### config.mk
export PLATFORM = sky130hd
export DESIGN_NAME = dcache_direct_wb
export DESIGN_NICKNAME = d
export VERILOG_FILES = /design/src/rtl/dcache_direct_wb_pkg.sv /design/src/rtl/dcache_tag_array.sv /design/src/rtl/dcache_direct_wb.sv
export SDC_FILE = /design/constraint.sdc
export NUM_CORES = 2
export LEC_CHECK = 0
export CORE_UTILIZATION = 55
export DETAILED_ROUTE_END_ITERATION = 6
export GPL_ROUTABILITY_DRIVEN = 0
export PLACE_DENSITY = 0.86
export SLEW_MARGIN = 20
export SYNTH_ARGS = -nofsm -noshare
export SYNTH_HDL_FRONTEND = slang
export SYNTH_SLANG_ARGS = --single-unit
### constraint.sdc
create_clock -name clk -period 9.1 [get_ports clk]
set_input_delay 1.82 -clock clk [delete_from_list [all_inputs] [get_ports clk]]
set_output_delay 1.82 -clock clk [all_outputs]
set_load 0.03 [all_outputs]
### src/rtl/dcache_direct_wb_pkg.sv
// Shared definitions for the direct-mapped write-back data cache:
// FSM state encoding, line geometry and a word-select helper.
package dcache_direct_wb_pkg;

  localparam int LINE_W         = 128;
  localparam int WORDS_PER_LINE = 4;
  localparam int WORD_W         = 32;
  localparam int MEM_ADDR_W     = 28;

  typedef enum logic [1:0] {
    S_IDLE  = 2'd0,
    S_WBACK = 2'd1,
    S_ALLOC = 2'd2
  } state_e;

  // Pick one 32-bit word out of a 128-bit line.
  function automatic logic [WORD_W-1:0] line_word(input logic [LINE_W-1:0] line,
                                                  input logic [1:0]        off);
    return line[{off, 5'd0} +: WORD_W];
  endfunction

endpackage

### src/rtl/dcache_tag_array.sv
// Valid/dirty/tag storage for the direct-mapped cache. The lookup port
// serves the CPU request; the fill port installs a refilled line using the
// latched memory line address so a dropped request still lands correctly.
module dcache_tag_array
  import dcache_direct_wb_pkg::*;
#(
  parameter int IDX_W = 3,
  parameter int TAG_W = MEM_ADDR_W - IDX_W
) (
  input  logic             clk,
  input  logic             rst,
  input  logic [IDX_W-1:0] lkp_idx,
  input  logic [TAG_W-1:0] lkp_tag,
  input  logic             set_dirty,
  input  logic             fill,
  input  logic [IDX_W-1:0] fill_idx,
  input  logic [TAG_W-1:0] fill_tag,
  output logic             hit,
  output logic             dirty,
  output logic [TAG_W-1:0] victim_tag
);

  localparam int LINES = 1 << IDX_W;

  logic [LINES-1:0] valid_r;
  logic [LINES-1:0] dirty_r;
  logic [TAG_W-1:0] tag_r [LINES];

  // Valid/dirty bits: cleared on reset, set by refill and store hits.
  always_ff @(posedge clk or posedge rst) begin
    if (rst) begin
      valid_r <= '0;
      dirty_r <= '0;
    end else if (fill) begin
      valid_r[fill_idx] <= 1'b1;
      dirty_r[fill_idx] <= 1'b0;
    end else if (set_dirty) begin
      dirty_r[lkp_idx] <= 1'b1;
    end
  end

  // Tag storage is not reset; valid bits qualify it.
  always_ff @(posedge clk) begin
    if (fill) begin
      tag_r[fill_idx] <= fill_tag;
    end
  end

  assign hit        = valid_r[lkp_idx] && (tag_r[lkp_idx] == lkp_tag);
  assign dirty      = valid_r[lkp_idx] && dirty_r[lkp_idx];
  assign victim_tag = tag_r[lkp_idx];

endmodule

### src/rtl/dcache_direct_wb.sv
// Direct-mapped, write-back, write-allocate data cache with single-cycle
// hits and a line-wide (128-bit) memory interface.
// Optional feature macro: DCACHE_STATS_EN adds hit_cnt/miss_cnt counters.
// mem_rdata (128-bit refill data) accompanies the mem_ready pulse.
module dcache_direct_wb
  import dcache_direct_wb_pkg::*;
#(
  parameter int IDX_W = 3
) (
  input  logic                  clk,
  input  logic                  proc_reset,
  input  logic                  proc_read,
  input  logic                  proc_write,
  input  logic [29:0]           proc_addr,
  input  logic [WORD_W-1:0]     proc_wdata,
  output logic                  proc_stall,
  output logic [WORD_W-1:0]     proc_rdata,
  output logic                  mem_read,
  output logic                  mem_write,
  output logic [MEM_ADDR_W-1:0] mem_addr,
  output logic [LINE_W-1:0]     mem_wdata,
  input  logic [LINE_W-1:0]     mem_rdata,
  input  logic                  mem_ready
`ifdef DCACHE_STATS_EN
  ,
  output logic [31:0]           hit_cnt,
  output logic [31:0]           miss_cnt
`endif
);

  localparam int LINES = 1 << IDX_W;
  localparam int OFF_W = $clog2(WORDS_PER_LINE);
  localparam int TAG_W = MEM_ADDR_W - IDX_W;

  state_e state_r, state_s;

  logic [LINE_W-1:0]     data_r [LINES];
  logic [MEM_ADDR_W-1:0] miss_line_r;

  logic [OFF_W-1:0]      off_s;
  logic [IDX_W-1:0]      idx_s;
  logic [TAG_W-1:0]      tag_s;
  logic                  req_s;
  logic                  hit_s;
  logic                  dirty_s;
  logic [TAG_W-1:0]      victim_tag_s;
  logic                  wr_hit_s;
  logic                  fill_s;
  logic [MEM_ADDR_W-1:0] alloc_addr_s;
  logic [IDX_W-1:0]      fill_idx_s;
  logic [TAG_W-1:0]      fill_tag_s;

  assign off_s      = proc_addr[OFF_W-1:0];
  assign idx_s      = proc_addr[IDX_W+OFF_W-1:OFF_W];
  assign tag_s      = proc_addr[29:IDX_W+OFF_W];
  assign req_s      = proc_read | proc_write;
  // During ALLOC mem_addr holds the line being refilled.
  assign fill_idx_s = mem_addr[IDX_W-1:0];
  assign fill_tag_s = mem_addr[MEM_ADDR_W-1:IDX_W];
  // Coming straight from IDLE the request is live; after a writeback use the latched miss.
  assign alloc_addr_s = (state_r == S_IDLE) ? proc_addr[29:OFF_W] : miss_line_r;

  dcache_tag_array #(.IDX_W(IDX_W), .TAG_W(TAG_W)) u_tags (
    .clk        (clk),
    .rst        (proc_reset),
    .lkp_idx    (idx_s),
    .lkp_tag    (tag_s),
    .set_dirty  (wr_hit_s),
    .fill       (fill_s),
    .fill_idx   (fill_idx_s),
    .fill_tag   (fill_tag_s),
    .hit        (hit_s),
    .dirty      (dirty_s),
    .victim_tag (victim_tag_s)
  );

  // FSM state register.
  always_ff @(posedge clk or posedge proc_reset) begin
    if (proc_reset) begin
      state_r <= S_IDLE;
    end else begin
      state_r <= state_s;
    end
  end

  // Next-state, stall and array-update strobes.
  always_comb begin
    state_s    = state_r;
    proc_stall = 1'b0;
    wr_hit_s   = 1'b0;
    fill_s     = 1'b0;
    case (state_r)
      S_IDLE: begin
        if (req_s && hit_s) begin
          wr_hit_s = proc_write;
        end else if (req_s) begin
          proc_stall = 1'b1;
          state_s    = dirty_s ? S_WBACK : S_ALLOC;
        end else begin
          proc_stall = 1'b0;
        end
      end
      S_WBACK: begin
        proc_stall = 1'b1;
        if (mem_ready) begin
          state_s = S_ALLOC;
        end else begin
          state_s = S_WBACK;
        end
      end
      S_ALLOC: begin
        proc_stall = 1'b1;
        if (mem_ready) begin
          fill_s  = 1'b1;
          state_s = S_IDLE;
        end else begin
          state_s = S_ALLOC;
        end
      end
      default: begin
        state_s = S_IDLE;
      end
    endcase
  end

  // Registered memory interface; request lines follow the next state.
  always_ff @(posedge clk or posedge proc_reset) begin
    if (proc_reset) begin
      mem_read    <= 1'b0;
      mem_write   <= 1'b0;
      mem_addr    <= '0;
      mem_wdata   <= '0;
      miss_line_r <= '0;
    end else begin
      mem_read  <= (state_s == S_ALLOC);
      mem_write <= (state_s == S_WBACK);
      if (state_r == S_IDLE && state_s != S_IDLE) begin
        miss_line_r <= proc_addr[29:OFF_W];
      end
      if (state_r == S_IDLE && state_s == S_WBACK) begin
        mem_addr  <= {victim_tag_s, idx_s};
        mem_wdata <= data_r[idx_s];
      end else if (state_r != S_ALLOC && state_s == S_ALLOC) begin
        mem_addr <= alloc_addr_s;
      end
    end
  end

  // Data array: refill writes a whole line, store hits write one word.
  always_ff @(posedge clk) begin
    if (fill_s) begin
      data_r[fill_idx_s] <= mem_rdata;
    end else if (wr_hit_s) begin
      data_r[idx_s][{off_s, 5'd0} +: WORD_W] <= proc_wdata;
    end
  end

  // Load data is combinational on a hit and zero otherwise.
  always_comb begin
    if (state_r == S_IDLE && proc_read && !proc_write && hit_s) begin
      proc_rdata = line_word(data_r[idx_s], off_s);
    end else begin
      proc_rdata = 32'd0;
    end
  end

`ifdef DCACHE_STATS_EN
  logic pending_miss_r;

  // Hit/miss counters; the access that completes a miss is not a hit.
  always_ff @(posedge clk or posedge proc_reset) begin
    if (proc_reset) begin
      hit_cnt        <= 32'd0;
      miss_cnt       <= 32'd0;
      pending_miss_r <= 1'b0;
    end else if (state_r == S_IDLE) begin
      if (req_s && hit_s) begin
        if (!pending_miss_r) begin
          hit_cnt <= hit_cnt + 32'd1;
        end
        pending_miss_r <= 1'b0;
      end else if (req_s) begin
        miss_cnt       <= miss_cnt + 32'd1;
        pending_miss_r <= 1'b1;
      end else begin
        pending_miss_r <= 1'b0;
      end
    end
  end
`endif

endmodule
==> key figures <==
Timing
  • Relative slew slack: 0.0212
  • Final Max Slew Viols: 0
  • RSZ-0062 raised after global routing: no
  • Hold Vio Cnt, Final: 0
  • Setup TNS: 0 ns
  • Fin crit share: 0.905
  • Skew final: 0.0752 ns
  • Worst slew pin tran: 1.45 ns
  • Min Tclk post-route: 8.24 ns
  • Fmax: 121 MHz
  • Final Setup Violations: 0

GRT
  • Gr ovfl total: 0
  • GR Util All Layers: 0.348
  • First-pass GRT wire length: 255000 um
  • Largest net degree at the start of global routing: 202
  • Initial antenna violation count: 20
  • Vias in the first global route: 37400

Critical path
  • CP Data Required Time: 7.28 ns
  • RR Endpoint: data_r[3][26]
  • Critical Path Source Type: input pin
  • CP Data Arrival Time: 6.42 ns
  • CP cell instances: buf_6 > buf_4 > mux2i_1 > o221ai_1 > o2bb2ai_1 > xor2_1 > or4_1 > nor4_1 > nand4b_1 > buf_4 > nor2_1 > clkdlybuf4s50_1
  • CP max-delay cell: clkdlybuf4s50_1
  • Critical Path Sink Type: output pin
  • Crit path kind: input pin to output pin
  • Crit path max fanout: 47
  • Worst path most repeated cell: buf_4
  • Flop2flop setup slack: 3.29 ns
  • Reg2Reg Launch Point: u_tags.tag_r[6][12]
  • Largest stage delay on the critical path: 0.78 ns
  • R2r worst-path depth: 9

Synth
  • Synth unique cells: 66
  • Synth Warn #: 0
  • Synth Flop Type: edfxtp_1
  • Mapped Nets: 3709
  • FF+latch count, synth: 1428
  • Mapped Area: 56100 sq um
  • EDFF count, synth: 1224
  • Ys async rst share: 0.143
  • Syn_area_per_cell: 16.0 sq um
  • Post-Syn Instances: 3506
  • Sequential share of the synthesized area: 0.746

Route
  • Vias: 37900
  • Number of nets with antenna violations after routing: 0
  • Avg WL per Cell: 33.7 um
  • DRC: 0
  • DRT Pass-1 Iters: 7
  • Detailed-route vias per instance: 7.03
  • DR iter-0 viols: 6507
  • Final WL: 182000 um

Clocking
  • Post-CTS Resized: 0
  • Post-CTS Hold Buffers: 0
  • Clk buf depth: 3
  • CTS H-tree lvls: 4
  • CTS buffer count: 139
  • CTS tree: built
  • Clock-pin transition on the worst setup and hold timing paths: 0.06 ns
  • Clock latency on the worst-skew pair: 0.80 ns
  • Setup Fix Bufs, Post-CTS: 0
  • CTS Sinks: 1428
  • Root Driver: clkbuf_16

Layout
  • Non-filler cells, final: 5388
  • Area grow syn2layout: 19.0%
  • Share of cells above drive strength 1: 0.147
  • Nets@finish: 4111

Die
  • Die Wd: 321 um
  • Core area: 101000 sq um
  • Starting density of the core: 0.558
  • Site Rows: 116
  • Die Y-Extent: 321 um
  • IO Count: 386
  • Die footprint: 103000 sq um

Min path
  • Hold Crit Start: u_tags.valid_r[1]
  • Worst hold endpoint: u_tags.valid_r[1]
  • Hold Path Class: flip-flop to flip-flop
  • Hold Path Depth: 1

Placement
  • Port bufs: 385
  • Inst Count DP: 5123
  • Post-DP HPWL: 106000 um

Pwr
  • Max IR drop VDD: 0.197 mV
  • Pwr per Cell Area: 285 nW/um^2
  • Lkg Pwr: 22.8 nW

Flow run
  • Max Cap Violations: 0

Run status
  • Outcome: completed
## state kept, by name (all words and copies together), names as in the netlist
register and cells:
data_r 1024, mem_addr 28, mem_read 1, mem_wdata 128, mem_write 1, miss_line_r 28
state_r 2, u_tags.dirty_r 8, u_tags.tag_r 200, u_tags.valid_r 8
## cells in the mapped netlist, drive strengths merged, types with 44 or more instances
cell	instances	area share
o21ai	223	0.020
nand2	367	0.025
nand4	65	0.0073
a21oi	44	0.0040
dfrtp	204	0.091
nor2	103	0.0069
clkbuf	169	0.011
edfxtp	1224	0.66
a22o	48	0.0075
buf	65	0.0063
a22oi	358	0.048
mux4	68	0.027
mux2	124	0.027
mux2i	114	0.021
## cells by family after synthesis
logic type / share of synthesized area
AOI/OAI and AO/OA: 0.0983
buffers and inverters: 0.0197
muxes: 0.0749
adders and majority gates: 0.00178
DFF: 0.746
xor gates and xnor gates: 0.00250
and+or+nand+nor: 0.0565
## stage by stage
step | instance area (sq um) | setup WS (ns) | hold slack (ns) | power, mW | util
4_1_cts | 66700 | 1.03 | 0.467 | 18.8 | 0.663
3_3_place_gp | 62100 | 1.14 | 0.447 | 12.9 | 0.618
2_1_floorplan | 56100 | 1.71 | 0.429 | 11.1 | -
6_report | 66700 | 0.863 | 0.468 | 19.0 | 0.663
5_1_grt | 66700 | 0.661 | 0.481 | 19.4 | 0.663
3_5_place_dp | 62100 | 1.11 | 0.450 | 13.1 | 0.618
## worst max-delay path, delay by kind of cell
family	cells	cell delay [ns]
and+or+nand+nor	4	1.61
xor gates and xnor gates	1	0.23
muxes	1	0.25
buffers and inverters	4	2.09
AOI/OAI and AO/OA	2	0.38
## area by class of cell
type                            count  area [sq um]
Tap cell                         1357          1700
Timing Repair Buffer              495          4980
Multi-Input combinational cell   1813         13500
Clock inverter                     55           638
Clock buffer                      203          3920
Antenna cell                        6          15.0
Sequential cell                  1428         41900
Inverter                           31           124
Fill cell                        5995         33900
## cells in the final DEF, fill, tap and decap left out, types with 9 or more instances in the layout
| cell type | n |
|---|---|
| nand2b_1 | 9 |
| nand3_1 | 17 |
| nor2_4 | 33 |
| clkbuf_8 | 18 |
| or3_1 | 17 |
| inv_1 | 28 |
| buf_4 | 87 |
| dfrtp_1 | 204 |
| clkbuf_1 | 45 |
| and3_1 | 18 |
| clkbuf_16 | 140 |
| a22o_1 | 48 |
| nand2_1 | 367 |
| clkinv_1 | 11 |
| mux4_2 | 68 |
| edfxtp_1 | 1224 |
| clkinv_2 | 19 |
| nand4_1 | 65 |
| a211oi_1 | 9 |
| o21ai_0 | 199 |
| o21ai_1 | 22 |
| o221ai_1 | 28 |
| o211ai_1 | 15 |
| a21oi_1 | 39 |
| nor2_1 | 67 |
| nor2b_1 | 22 |
| clkdlybuf4s50_1 | 379 |
| mux2i_1 | 112 |
| mux2_4 | 29 |
| buf_12 | 25 |
| a22oi_1 | 358 |
| a221oi_1 | 40 |
| nor3_1 | 10 |
| mux2_2 | 95 |
## power by group
part	total, mW	internal, mW	switching [mW]
clock	5.79	3.24	2.55
combinational	4.28	1.55	2.74
sequential	8.93	8.25	0.683
total	19.0	13.0	5.97
## layer usage
metal	share of wire	track usage
met1	0.31	0.425
met2	0.44	0.513
met4	0.073	0.228
met3	0.17	0.141
met5	0.0011	0
## worst max path at each step
stage / slack (ns) / start / end
2_1_floorplan: 1.71 / proc_reset / mem_addr[0]
3_3_place_gp: 1.14 / proc_addr[2] / proc_rdata[3]
3_5_place_dp: 1.11 / proc_addr[2] / proc_rdata[3]
4_1_cts: 1.03 / proc_addr[2] / proc_rdata[3]
5_1_grt: 0.66 / proc_addr[2] / proc_rdata[3]
6_report: 0.86 / proc_addr[2] / proc_rdata[3]
Note: power is estimated with default switching activity, not from simulation.
